## src/rtl/uart_rx.sv

```systemverilog
// UART receiver: 2-flop synchronizer, mid-bit sampling, LSB-first payload with checked stop bits.
// Bit timing is the same as uart_tx: one bit lasts CYCLES_PER_BIT+1 clk cycles.
module uart_rx #(
  parameter int BIT_RATE     = 9600,
  parameter int CLK_HZ       = 50_000_000,
  parameter int PAYLOAD_BITS = 8,
  parameter int STOP_BITS    = 1
) (
  input  logic                    clk,
  input  logic                    reset,
  input  logic                    uart_rxd,
  input  logic                    uart_rx_en,
  output logic                    uart_rx_break,
  output logic                    uart_rx_valid,
  output logic                    uart_rx_frame_err,
  output logic [PAYLOAD_BITS-1:0] uart_rx_data
);

  // state     | meaning
  // IDLE      | line idle, waiting for a start-bit low
  // START     | count to mid start bit, reject glitches
  // DATA      | sample payload bits at mid-bit
  // STOP      | sample and check each stop bit
  // WAIT_HIGH | after a framing error, wait for the line to return high

  localparam int BIT_P          = 1_000_000_000 / BIT_RATE;
  localparam int CLK_P          = 1_000_000_000 / CLK_HZ;
  localparam int CYCLES_PER_BIT = BIT_P / CLK_P;
  localparam int HALF           = CYCLES_PER_BIT / 2;
  localparam int CW             = 1 + $clog2(CYCLES_PER_BIT);
  localparam int IW             = (PAYLOAD_BITS > 1) ? $clog2(PAYLOAD_BITS) : 1;
  localparam int SW             = (STOP_BITS > 1) ? $clog2(STOP_BITS) : 1;

  localparam logic [CW-1:0] CNT_BIT   = CW'(CYCLES_PER_BIT);
  localparam logic [CW-1:0] CNT_HALF  = CW'(HALF);
  localparam logic [IW-1:0] IDX_LAST  = IW'(PAYLOAD_BITS - 1);
  localparam logic [SW-1:0] STOP_LAST = SW'(STOP_BITS - 1);

  typedef enum logic [2:0] {IDLE, START, DATA, STOP, WAIT_HIGH} state_t;

  state_t                  state, state_n;
  logic [1:0]              sync;
  logic                    rxd_s;
  logic [CW-1:0]           cnt, cnt_n;
  logic [IW-1:0]           bit_idx, bit_idx_n;
  logic [SW-1:0]           stop_idx, stop_idx_n;
  logic [PAYLOAD_BITS-1:0] shift, shift_n;
  logic [PAYLOAD_BITS-1:0] data_n;
  logic                    valid_n, ferr_n, brk_n;

  always_ff @(posedge clk or posedge reset) begin
    if (reset) sync <= 2'b11;
    else       sync <= {sync[0], uart_rxd};
  end

  assign rxd_s = sync[1];

  always_ff @(posedge clk or posedge reset) begin
    if (reset) begin
      state             <= IDLE;
      cnt               <= '0;
      bit_idx           <= '0;
      stop_idx          <= '0;
      shift             <= '0;
      uart_rx_data      <= '0;
      uart_rx_valid     <= 1'b0;
      uart_rx_frame_err <= 1'b0;
      uart_rx_break     <= 1'b0;
    end else begin
      state             <= state_n;
      cnt               <= cnt_n;
      bit_idx           <= bit_idx_n;
      stop_idx          <= stop_idx_n;
      shift             <= shift_n;
      uart_rx_data      <= data_n;
      uart_rx_valid     <= valid_n;
      uart_rx_frame_err <= ferr_n;
      uart_rx_break     <= brk_n;
    end
  end

  always_comb begin
    state_n    = state;
    cnt_n      = cnt;
    bit_idx_n  = bit_idx;
    stop_idx_n = stop_idx;
    shift_n    = shift;
    data_n     = uart_rx_data;
    valid_n    = 1'b0;
    ferr_n     = 1'b0;
    brk_n      = 1'b0;
    case (state)
      IDLE: begin
        cnt_n = '0;
        if (uart_rx_en && !rxd_s) state_n = START;
      end
      START: begin
        if (!uart_rx_en) begin
          state_n = IDLE;
          cnt_n   = '0;
        end else if (cnt == CNT_HALF) begin
          cnt_n     = '0;
          bit_idx_n = '0;
          state_n   = rxd_s ? IDLE : DATA;
        end else begin
          cnt_n = cnt + CW'(1);
        end
      end
      DATA: begin
        if (!uart_rx_en) begin
          state_n = IDLE;
          cnt_n   = '0;
        end else if (cnt == CNT_BIT) begin
          cnt_n                   = '0;
          shift_n                 = shift >> 1;
          shift_n[PAYLOAD_BITS-1] = rxd_s;
          if (bit_idx == IDX_LAST) begin
            stop_idx_n = '0;
            state_n    = STOP;
          end else begin
            bit_idx_n = bit_idx + IW'(1);
          end
        end else begin
          cnt_n = cnt + CW'(1);
        end
      end
      STOP: begin
        if (!uart_rx_en) begin
          state_n = IDLE;
          cnt_n   = '0;
        end else if (cnt == CNT_BIT) begin
          cnt_n = '0;
          if (!rxd_s) begin
            ferr_n  = 1'b1;
            brk_n   = (shift == '0) && (stop_idx == '0);
            state_n = WAIT_HIGH;
          end else if (stop_idx == STOP_LAST) begin
            // Leave mid stop bit so a back-to-back start edge is not missed.
            data_n  = shift;
            valid_n = 1'b1;
            state_n = IDLE;
          end else begin
            stop_idx_n = stop_idx + SW'(1);
          end
        end else begin
          cnt_n = cnt + CW'(1);
        end
      end
      WAIT_HIGH: begin
        cnt_n = '0;
        if (rxd_s) state_n = IDLE;
      end
      default: begin
        state_n = IDLE;
        cnt_n   = '0;
      end
    endcase
  end

endmodule

```

## config.mk

```make
export PLATFORM = sky130hd
export DESIGN_NAME = uart_rx
export DESIGN_NICKNAME = d
export VERILOG_FILES = /design/src/rtl/uart_rx.sv
export SDC_FILE = /design/constraint.sdc
export NUM_CORES = 1
export LEC_CHECK = 0
export BUFFER_PORTS_ARGS = -buffer_cell sky130_fd_sc_hd__buf_2
export CORE_MARGIN = 2
export CORE_UTILIZATION = 40
export CTS_CLUSTER_DIAMETER = 80
export CTS_CLUSTER_SIZE = 10
export DETAILED_ROUTE_END_ITERATION = 7
export PLACE_DENSITY_LB_ADDON = 0.12
export SYNTH_ARGS = -nofsm -noshare
export SYNTH_HDL_FRONTEND = slang
export SYNTH_SLANG_ARGS = --single-unit
export TNS_END_PERCENT = 100
```

## constraint.sdc

```tcl
create_clock -name clk -period 2.4 [get_ports clk]
set_input_delay 0.12 -clock clk [delete_from_list [all_inputs] [get_ports clk]]
set_output_delay 0.12 -clock clk [all_outputs]
set_load 0.01 [all_outputs]
```

== After elaboration in Yosys (flattened, before gate mapping) ==
Cells that the tools add are included.

* Bitwise logic cells: 1
* Mux-type cells: 45
* Equality and inequality tests: 23
* Add/sub/neg operators: 3
* Reduce and logical (&&, ||, !) cells: 13

{| class="wikitable"
|+ Operators by type and width
! kind !! count
|-
| $mux W14 || 4
|-
| $mux W3 || 16
|-
| $pmux W14 S2 || 1
|-
| $ne A2 B2 Y1 const B || 11
|-
| $mux W1 || 20
|-
| $pmux W3 S5 || 1
|-
| $add A14 B1 Y14 const B || 1
|-
| $eq A14 B12 Y1 const B || 1
|-
| $eq A14 B13 Y1 const B || 1
|-
| $reduce_and A7 Y1 || 2
|-
| $ne A3 B3 Y1 const B || 4
|-
| $logic_not A8 Y1 || 1
|-
| $eq A3 B2 Y1 const B || 2
|-
| $eq A3 B3 Y1 const B || 2
|-
| $pmux W3 S2 || 1
|-
| $reduce_and A6 Y1 || 1
|-
| $reduce_and A5 Y1 || 1
|-
| $ne A4 B4 Y1 const B || 1
|-
| $reduce_bool A2 Y1 || 2
|-
| $add A3 B1 Y3 const B || 1
|-
| $eq A3 B1 Y1 const B || 1
|-
| $logic_not A3 Y1 || 1
|-
| $reduce_and A3 Y1 || 1
|-
| $logic_and A1 B1 Y1 || 2
|-
| 6 further kinds || 6
|}

* Output and inout port bits: 11
* Register bits after elaboration: 42
* Word-level logic and storage cells: 95
* Input bits: 4

== Longest topological paths before layout ==
Gate-level depths: netlist of the first run.

* Word-level depth: 6
* Depth in mapped cells: 7
* Mapped depth without buffers: 6

== Worst setup path after synthesis of the first run ==
OpenSTA, ideal clock, no wires.

* Kind: flip-flop to flip-flop
* Start point: reg cnt[0]
* End point: reg uart_rx_data[0]
* Arrival time: 2,083 ps
* Path slack: 192 ps
* Required time: 2,275 ps
* Stages on the path, launching flop included: 7
* Clock period less this slack: 2,208 ps
* Buffers on the path: 0
* Setup time: 125 ps
* Cells stage by stage: dfrtp_1 inv_1 ha_1 or4b_4 nand4b_4 nor4_4 mux2_2

* Cells in the longest elaborated chain, start to end: 2

{| class="wikitable"
|+ RTL lines
! item !! line !! text
|-
| from (decl) || 44 || <nowiki>logic [CW-1:0] cnt, cnt_n;</nowiki>
|-
| from (signal assigned) || 71 || <nowiki>cnt <= cnt_n;</nowiki>
|-
| $eq A14 B13 Y1 || 131 || <nowiki>end else if (cnt == CNT_BIT) begin</nowiki>
|-
| $reduce_and A5 Y1 (no source line) || n/a ||
|-
| to (signal assigned) || 75 || <nowiki>uart_rx_data <= data_n;</nowiki>
|-
| to (decl) || 16 || <nowiki>output logic [PAYLOAD_BITS-1:0] uart_rx_data</nowiki>
|}

Every way passes these cells.
A chain may end at the register's enable or synchronous reset.

== Worst setup path in the final report of the first run ==
* Start point: reg cnt[0]
* End point: reg uart_rx_data[4]

Same word-level chain as after synthesis.

==> impl_metrics.tcl, run 1 <==
set metrics [dict create \
    rows 25 \
    tns_ps 0 \
    fin_nets 190 \
    critPathLaunchType "flop" \
    finClkSkew_ps 6.95 \
    crit_type "reg2reg" \
    hp-class "in2reg" \
    hold_viol_final 0 \
    r2r_slack_ps 150 \
    wire_per_inst_um 14.8 \
    drt_first_pass_iters 4 \
    cts_tree "yes" \
    die_area_sq_um 5290 \
    portBuffers 14 \
    power.total_mw 1.18 \
    grt_usage_pct 15.4 \
    grt_antenna_before_repair 0 \
    slew_viol_final 0 \
    grt_pass1_wl_mm 6.25 \
    worstReg2RegStart "cnt[0]" \
    clkTransAtPathRegs_ps 80 \
    holdPathStages 3 \
    worst_ep_required_time_ps 2580 \
    core-area_sq_um 4630 \
    dp_hpwl_mm 2.49 \
    ys_seq_area_share_pct 54.4 \
    peakVddDrop_v 0.000238 \
    placedCellCount 227 \
    clock_latency_ps 290 \
    fin_area_sq_um 2170 \
    rsz0062_at_grt "no" \
    placed_area_sq_um 2060 \
    final-setup-viol-count 0 \
    syn_area_per_cell_sq_um 12.0 \
    layout_commonest_cell "dfrtp_1" \
    routabilityCongestion 0.824 \
    postRouteAntennaNets 0 \
    cts-root-buf "clkbuf_8" \
    arrival_ps 2430 \
    grt-ovfl-total 0 \
    grt_start_max_net_pins 42 \
    drtIter0Drc 39 \
    leakage_nw 1.02 \
    htree_levels 2 \
    critPathSlowestCell "or4b_4" \
    drive_gt1_share_pct 28.4 \
    worstHoldStart "uart_rx_en" \
    status "completed" \
    die_x_um 72.7 \
    fin_cells 237 \
    rr_endpoint "uart_rx_data[4]" \
    cap_violations 0 \
    seqPwrFrac_pct 59.4 \
    p_clk_share_pct 37.2 \
    fmax_mhz 444 \
    start_util_pct 40.8 \
    max_stage_delay_ps 470 \
    drc_errors 0 \
    netSwitchingFraction_pct 22.5 \
    period_needed_ps 2250 \
    synthCells 158 \
    reg2regPathDepth 7 \
    die_h_um 72.7 \
    ys_warn_count 0 \
    power.internal_mw 0.914 \
    powerDensity_nw_per_um2 544 \
    crit_end "uart_rx_data[4]" \
    netlist-cell-type-count 38 \
    area_growth_syn_to_layout_pct 14.8 \
    fill_cells 450 \
    synth.cell_area_sq_um 1890 \
    combinationalPowerShare_pct 3.4 \
    ios 15 \
    viasPerCell 5.22 \
    path_cells "inv_1 > ha_1 > or4b_4 > nand4b_4 > nor4_4 > buf_6 > mux2_2" \
    cp-startpoint "cnt[0]" \
    cts_inserted_buffers 5 \
    final_cell_mix "dfrtp_1 (39), mux2_2 (17), nor2_1 (15), buf_2 (14), nand2_1 (8)" \
    worstPathMaxFanout 8 \
    clock-sinks 41 \
    grt_pass1_vias 1337 \
    power_switching_mw 0.266 \
    fin_crit_sh_pct 93.8 \
    wl_mm 3.51 \
    synth-seq-cells 41 \
    worst_slew_pin_slew_ps 531 \
    end_kind "flop" \
    num_vias 1238 \
    diodes 0 \
    max_slew_margin_pct 64.3 \
    clock_path_buffers 2 \
    synth_nets 166 \
]
==> sequential cells by signal (all words and copies together) (netlist names) <==
register	flops
bit_idx	3
cnt	14
shift	8
state	3
sync	2
uart_rx_break	1
uart_rx_data	8
uart_rx_frame_err	1
uart_rx_valid	1
==> logic make-up after synthesis <==
family | after synthesis | synth area share, %
buffers and inverters | 9 | 1.85
xor gates and xnor gates | 10 | 4.64
adders and majority gates | 4 | 2.65
muxes | 20 | 11.7
DFF | 41 | 54.4
AOI/OAI and AO/OA | 12 | 4.11
and+or+nand+nor | 62 | 20.6
==> synthesized netlist by cell type <==
library cell,count,area [sq um]
dfrtp_1,39,976
mux2_2,17,191
nor2_1,15,56.3
nand2_1,8,30.0
inv_1,6,22.5
nand3_1,6,30.0
xnor2_1,6,52.6
a21oi_1,4,20.0
ha_1,4,50.1
nor4_1,4,25.0
o21ai_0,4,20.0
xor2_1,4,35.0
mux2i_1,3,30.0
nand4_1,3,18.8
nor3_1,3,15.0
and2_1,2,12.5
and3_1,2,12.5
clkbuf_1,2,7.51
dfstp_2,2,52.6
nand2b_1,2,12.5
nor2b_1,2,12.5
nor3b_1,2,15.0
or3_1,2,12.5
or4_1,2,15.0
a22o_1,1,8.76
a2bb2oi_2,1,15.0
buf_2,1,5.00
nand3b_1,1,7.51
nand4b_4,1,23.8
nor3_4,1,16.3
nor4_2,1,12.5
nor4_4,1,21.3
nor4bb_1,1,10.0
o22ai_1,1,6.26
o31ai_1,1,7.51
or2_2,1,6.26
or4b_2,1,10.0
or4b_4,1,13.8
==> worst max-delay path, delay by kind of cell (launching register included) <==
kind	cells	cell delay, ps
buffers and inverters	2	240
flip-flops	1	410
multiplexers	1	330
adder cells (fa/ha/maj)	1	140
AND/OR/NAND/NOR	3	1010
==> metrics by stage <==
stage / hold slack, ps / setup WS, ps / utilization, %
finish: 335 / 149 / 46.8
global placement: 229 / 196 / 44.4
global route: 333 / 11.2 / 46.8
CTS: 324 / 105 / 46.8
detailed placement: 227 / 119 / 44.4
floorplan: 124 / 192 / -
==> routing by layer <==
metal  GRT usage [%]  vias up  wire (um)  part of all wire (%)
met5               0        -          0                     0
li1                -      603          -                     -
met4            5.97        0         44                   1.3
met1            19.8      614       1690                    48
met3            4.42        4         97                   2.8
met2            24.4       17       1670                    48
==> cell type report <==
class / count / area [sq um] / share of cell area [%]
sequential: 41 / 1030 / 47.4
clock buffer: 6 / 72.6 / 3.35
multi-input combinational: 108 / 826 / 38.1
clock inverter: 2 / 15.0 / 0.692
tap: 54 / 67.6 / 3.12
timing repair buffer: 20 / 136 / 6.29
inverter: 6 / 22.5 / 1.04
==> power by group through the flow <==
stage	Sequential [mW]	Combinational, mW	Clock, mW
3_5_place_dp	0.715	0.0387	0
5_1_grt	0.703	0.0466	0.485
3_3_place_gp	0.715	0.0376	0
4_1_cts	0.702	0.0413	0.458
6_report	0.702	0.0400	0.439
2_1_floorplan	0.711	0.0302	0
==> timing repair <==
action | CTS | global route
hold buffers | 2 | 0
setup buffers | 0 | 0
gates resized for setup | 0 | 1
endpoints found under the hold margin | 40 | 0
endpoints found under the setup margin | 0 | 8
==> how the worst min path moves through the flow <==
stage                          end
after floorplan            sync[0]
after CTS                 state[1]
after global routing      state[1]
final                     state[1]
after detailed placement   sync[0]
after global placement     sync[0]
Note: power is estimated with default switching activity, not from simulation.
==> inputs of run 2 (changes only) <==
--- a/config.mk
+++ b/config.mk
@@ -6,6 +6,7 @@
 export NUM_CORES = 1
 export LEC_CHECK = 0
 export BUFFER_PORTS_ARGS = -buffer_cell sky130_fd_sc_hd__buf_2
+export CORE_ASPECT_RATIO = 0.5
 export CORE_MARGIN = 2
 export CORE_UTILIZATION = 40
 export CTS_CLUSTER_DIAMETER = 80
==> run 2 against run 1 <==
  * Largest power group unchanged
  * Via count grew 1.4%
  * Clock power grew 28%
  * Global-route usage shrank 0.31 points
  * Count of clock-buffer cells in the layout is the same
  * Critical endpoint is now uart_rx_data[5]
  * Total power grew 10%
  * Critical path type unchanged
  * Worst hold slack lost 9.7 ps
  * Cell count grew 1.7%
  * Clock skew shrank 3.2 ps
  * Largest cell class unchanged
  * Design area grew 0.87%
  * Die area grew 0.63%
  * Core utilization grew 2.1 points
  * Non-clock buffer count grew 1
==> impl_metrics.tcl, run 2 (synthesis results as in run 1) <==
set metrics [dict create \
    post_cts_buffers 0 \
    num_vias 1255 \
    hp-class "in2reg" \
    top_register "cnt" \
    layout_commonest_cell "dfrtp_1" \
    die_h_um 52.6 \
    cts_tree "yes" \
    portBuffers 14 \
    htree_levels 2 \
    drive_gt1_share_pct 28.8 \
    crit_type "reg2reg" \
    fin_cells 241 \
    end_kind "flop" \
    largest_register_ffs 14 \
    placedCellCount 231 \
    worstPathMaxFanout 8 \
    tns_ps 0 \
    wl_mm 3.43 \
    rsz0062_at_grt "no" \
    max_slew_margin_pct 64.8 \
    fill_cells 422 \
    drc_errors 0 \
    leakage_nw 1.04 \
    netSwitchingFraction_pct 21.6 \
    arrival_ps 2450 \
    crit_buf_inv 2 \
    fin_crit_sh_pct 94.6 \
    combinationalPowerShare_pct 3.0 \
    viasPerCell 5.21 \
    rows 17 \
    final-setup-viol-count 0 \
    critPathSlowestCell "or4b_4" \
    drtIter0Drc 36 \
    grt_pass1_wl_mm 5.89 \
    fin_nets 191 \
    fmax_mhz 441 \
    grt_start_max_net_pins 42 \
    worst_slew_pin_slew_ps 521 \
    clock-sinks 41 \
    powerDensity_nw_per_um2 596 \
    drt_first_pass_iters 4 \
    path_cells "inv_1 > ha_1 > or4b_4 > nand4b_4 > nor4_4 > buf_4 > mux2_2" \
    grt_pass1_vias 1226 \
    start_util_pct 42.3 \
    path_delay_family "simple AND/OR/NAND/NOR gates" \
    grt_antenna_before_repair 0 \
    slew_viol_final 0 \
    die_area_sq_um 5320 \
    period_needed_ps 2270 \
    status "completed" \
    cap_violations 0 \
    grt-ovfl-total 0 \
    core-area_sq_um 4470 \
    clkTransAtPathRegs_ps 80 \
    worst_ep_required_time_ps 2580 \
    finClkSkew_ps 3.76 \
    wire_per_inst_um 14.2 \
    diodes 0 \
    clock_path_buffers 2 \
    dp_hpwl_mm 2.35 \
    postRouteAntennaNets 0 \
    critPathLaunchType "flop" \
    ios 15 \
    top_regs "cnt x14, shift x8, uart_rx_data x8" \
    final_cell_mix "dfrtp_1 (39), mux2_2 (17), nor2_1 (15), buf_2 (14), nand2_1 (8)" \
    max_stage_delay_ps 470 \
    hold_viol_final 0 \
    peakVddDrop_v 0.000290 \
    holdWs_ps 325 \
    power.internal_mw 1.02 \
    grt_usage_pct 15.1 \
    clock_latency_ps 290 \
    p_clk_share_pct 43.1 \
    cts_inserted_buffers 5 \
    die_x_um 101 \
    seqPwrFrac_pct 53.8 \
    power_switching_mw 0.282 \
    routabilityCongestion 0.766 \
    cts-root-buf "clkbuf_8" \
    area_growth_syn_to_layout_pct 15.8 \
]
-- run 2: cell count changes in the layout (fill, tap and decap cells not counted), sizes merged --
cell / before / now
clkinvlp: 2 / 0
buf: 18 / 19
bufinv: 0 / 1
clkinv: 0 / 1
-- run 2: worst min-delay path, delay by kind of cell --
kind,cells,cell delay (ps)
AO/OA/AOI/OAI,1,210
buffers and inverters,1,90
AND/OR/NAND/NOR,1,160
-- run 2: power by group through the flow --
stage	Sequential, mW	Clock (mW)	Combinational [mW]
2_1_floorplan	0.711	0	0.0302
3_3_place_gp	0.715	0	0.0384
3_5_place_dp	0.716	0	0.0389
4_1_cts	0.702	0.588	0.0413
5_1_grt	0.703	0.611	0.0458
6_report	0.702	0.562	0.0396
-- run 2: stage by stage --
stage                     setup slack, ps  total power [mW]  area (sq um)  utilization [%]
after floorplan                       192             0.742          1890                -
after global placement                175             0.754          2060             46.0
after detailed placement              102             0.755          2060             46.0
after CTS                            83.8              1.33          2190             49.0
after global routing                 24.0              1.36          2190             49.0
final                                 130              1.30          2190             49.0
-- run 2: layout make-up --
class                           instances  area [sq um]  area share [%]
Clock buffer                            6          72.6            3.32
Clock inverter                          2          38.8            1.77
Inverter                                6          22.5            1.03
Multi-Input combinational cell        108           826            37.8
Sequential cell                        41          1030            47.0
Tap cell                               57          71.3            3.26
Timing Repair Buffer                   21           128            5.84
-- run 2: what timing repair did --
action                                 in CTS  in global routing
endpoints found under the hold margin      40                  0
hold buffers                                2                  0
setup endpoints to repair                   0                  7
resized for setup                           0                  0
-- run 2: path summary, 6_finish.rpt --
kind | end | cells after the start | from | slack (ps)
max in group asynchronous | sync[1] | 4 | reset | 1530
min in group asynchronous | bit_idx[2] | 4 | reset | 480
hold reg to reg | sync[1] | 0 | sync[0] | 360
setup / recovery | uart_rx_data[5] | 7 | cnt[0] | 130
hold / removal | state[1] | 3 | uart_rx_en | 330
setup reg to reg | uart_rx_data[5] | 7 | cnt[0] | 130
-- run 2: per-layer routing --
layer  vias to the layer above  wire, um  track usage, %
met5                         -         0               0
met4                         0        22            5.41
met3                         4       115            4.80
met2                        17      1520            22.4
met1                       622      1770            20.7
li1                        612         -               -
==> inputs of run 3 (changes only) <==
--- a/config.mk
+++ b/config.mk
@@ -7,12 +7,11 @@
 export LEC_CHECK = 0
 export BUFFER_PORTS_ARGS = -buffer_cell sky130_fd_sc_hd__buf_2
 export CORE_ASPECT_RATIO = 0.5
-export CORE_MARGIN = 2
+export CORE_MARGIN = 3
 export CORE_UTILIZATION = 40
 export CTS_CLUSTER_DIAMETER = 80
 export CTS_CLUSTER_SIZE = 10
 export DETAILED_ROUTE_END_ITERATION = 7
-export PLACE_DENSITY_LB_ADDON = 0.12
 export SYNTH_ARGS = -nofsm -noshare
 export SYNTH_HDL_FRONTEND = slang
 export SYNTH_SLANG_ARGS = --single-unit
==> run 3 against run 2 <==
  * Sequential share of layout area is 0.081 points higher
  * Cell count is 1.2% lower
  * Flip-flop and latch count stayed put
  * Wire length is 7.0% lower
  * Clock skew is 2.1 ps higher
  * Total power is 0.80% lower
  * Non-clock buffer count stayed put
  * Critical path depth stayed put
  * Worst hold slack worse by 11 ps
  * Design area is 0.17% lower
  * Core utilization is 3.0 points higher
  * Clock power is 2% lower
  * Largest cell class unchanged
==> impl_metrics.tcl, run 3 (synthesis results as in run 1) <==
set metrics [dict create \
    status "completed" \
    clock-sinks 41 \
    die_area_sq_um 5630 \
    grt_start_max_net_pins 42 \
    postRouteAntennaNets 0 \
    fmax_mhz 443 \
    ios 15 \
    drc_errors 0 \
    clock_latency_ps 290 \
    rsz0062_at_grt "no" \
    path_cells "inv_1 > ha_1 > or4b_4 > nand4b_4 > nor4_4 > buf_4 > mux2_2" \
    max_stage_delay_ps 470 \
    fin_crit_sh_pct 94.0 \
    area_growth_syn_to_layout_pct 15.6 \
    peakVddDrop_v 0.000324 \
    end_kind "flop" \
    path_delay_family "simple AND/OR/NAND/NOR gates" \
    core-area_sq_um 4200 \
    wire_per_inst_um 13.4 \
    finClkSkew_ps 5.82 \
    fill_cells 380 \
    dp_hpwl_mm 2.29 \
    top_regs "cnt x14, shift x8, uart_rx_data x8" \
    seq_area_sq_um 1030 \
    arrival_ps 2440 \
    critPathLaunchType "flop" \
    leakage_nw 1.04 \
    portBuffers 14 \
    fin_area_sq_um 2180 \
    htree_levels 2 \
    cts_tree "yes" \
    grt_pass1_vias 1170 \
    hp-class "in2reg" \
    critPathSlowestCell "or4b_4" \
    routabilityCongestion 0.838 \
    placed_area_sq_um 2050 \
    clkTransAtPathRegs_ps 80 \
    worst_ep_required_time_ps 2580 \
    diodes 0 \
    clock_path_buffers 2 \
    largest_register_ffs 14 \
    die_x_um 103 \
    rows 16 \
    num_vias 1234 \
    fin_nets 191 \
    tns_ps 0 \
    start_util_pct 44.9 \
    drt_first_pass_iters 4 \
    multi_input_area_sq_um 826 \
    final-setup-viol-count 0 \
    max_slew_margin_pct 66.6 \
    powerDensity_nw_per_um2 592 \
    die_h_um 54.6 \
    worstPathMaxFanout 8 \
    drive_gt1_share_pct 28.8 \
    grt-ovfl-total 0 \
    crit_buf_inv 2 \
    cts-root-buf "clkbuf_8" \
    crit_type "reg2reg" \
    cts_inserted_buffers 5 \
    viasPerCell 5.18 \
    top_register "cnt" \
    period_needed_ps 2260 \
    grt_antenna_before_repair 0 \
    layout_commonest_cell "dfrtp_1" \
    grt_pass1_wl_mm 5.63 \
    hold_viol_final 0 \
    drtIter0Drc 65 \
    grt_usage_pct 13.7 \
    wl_mm 3.19 \
    cap_violations 0 \
    worst_slew_pin_slew_ps 497 \
    slew_viol_final 0 \
    final_cell_mix "dfrtp_1 (39), mux2_2 (17), nor2_1 (15), buf_2 (14), nand2_1 (8)" \
    cts_resized 0 \
]
[run 3: routing by layer]
layer,wire length [um],part of all wire (%),GRT usage (%)
met5,0,0,0
met4,58,1.8,7.10
met3,113,3.5,4.20
met2,1400,44,19.2
met1,1620,51,19.1
[run 3: area by class of cell]
cell class	instances	area share, %
repair buffers	21	5.85
clock inverters	2	1.78
clock buffers	6	3.32
flip-flops and latches	41	47.1
well taps	54	3.09
multi-input cells	108	37.8
inverters	6	1.03
[run 3: what timing repair did]
item	4_1_cts	5_1_grt
hold buffers	2	0
hold endpoints to repair	40	0
setup buffers	0	0
[run 3: metrics by stage]
step | power (mW) | setup WS [ps] | utilization, % | hold WS (ps) | instances
after floorplan | 0.742 | 192 | - | 124 | 158
after global placement | 0.753 | 200 | 48.8 | 225 | 228
after detailed placement | 0.754 | 143 | 48.8 | 226 | 228
after CTS | 1.31 | 126 | 51.9 | 305 | 238
after global routing | 1.34 | 2.89 | 51.9 | 310 | 238
final | 1.29 | 144 | 51.9 | 314 | 238
[run 3: final timing paths]
check                      startpoint              end  slack [ps]  cells past startpoint
setup / recovery               cnt[0]  uart_rx_data[7]         140                      7
hold / removal             uart_rx_en         state[1]         310                      3
setup reg to reg               cnt[0]  uart_rx_data[7]         140                      7
hold reg to reg               sync[0]          sync[1]         360                      0
max in group asynchronous       reset          sync[0]        1550                      4
min in group asynchronous       reset           cnt[1]         480                      4
[run 3: tightest hold or removal path, cell delays in order]
cell     delay, ps
buf_2           90
nor2b_1        150
a22o_1         200
[run 3: where the power goes]
part / switching [mW] / internal, mW
Combinational: 0.0251 / 0.0140
Sequential: 0.00597 / 0.696
Clock: 0.240 / 0.312
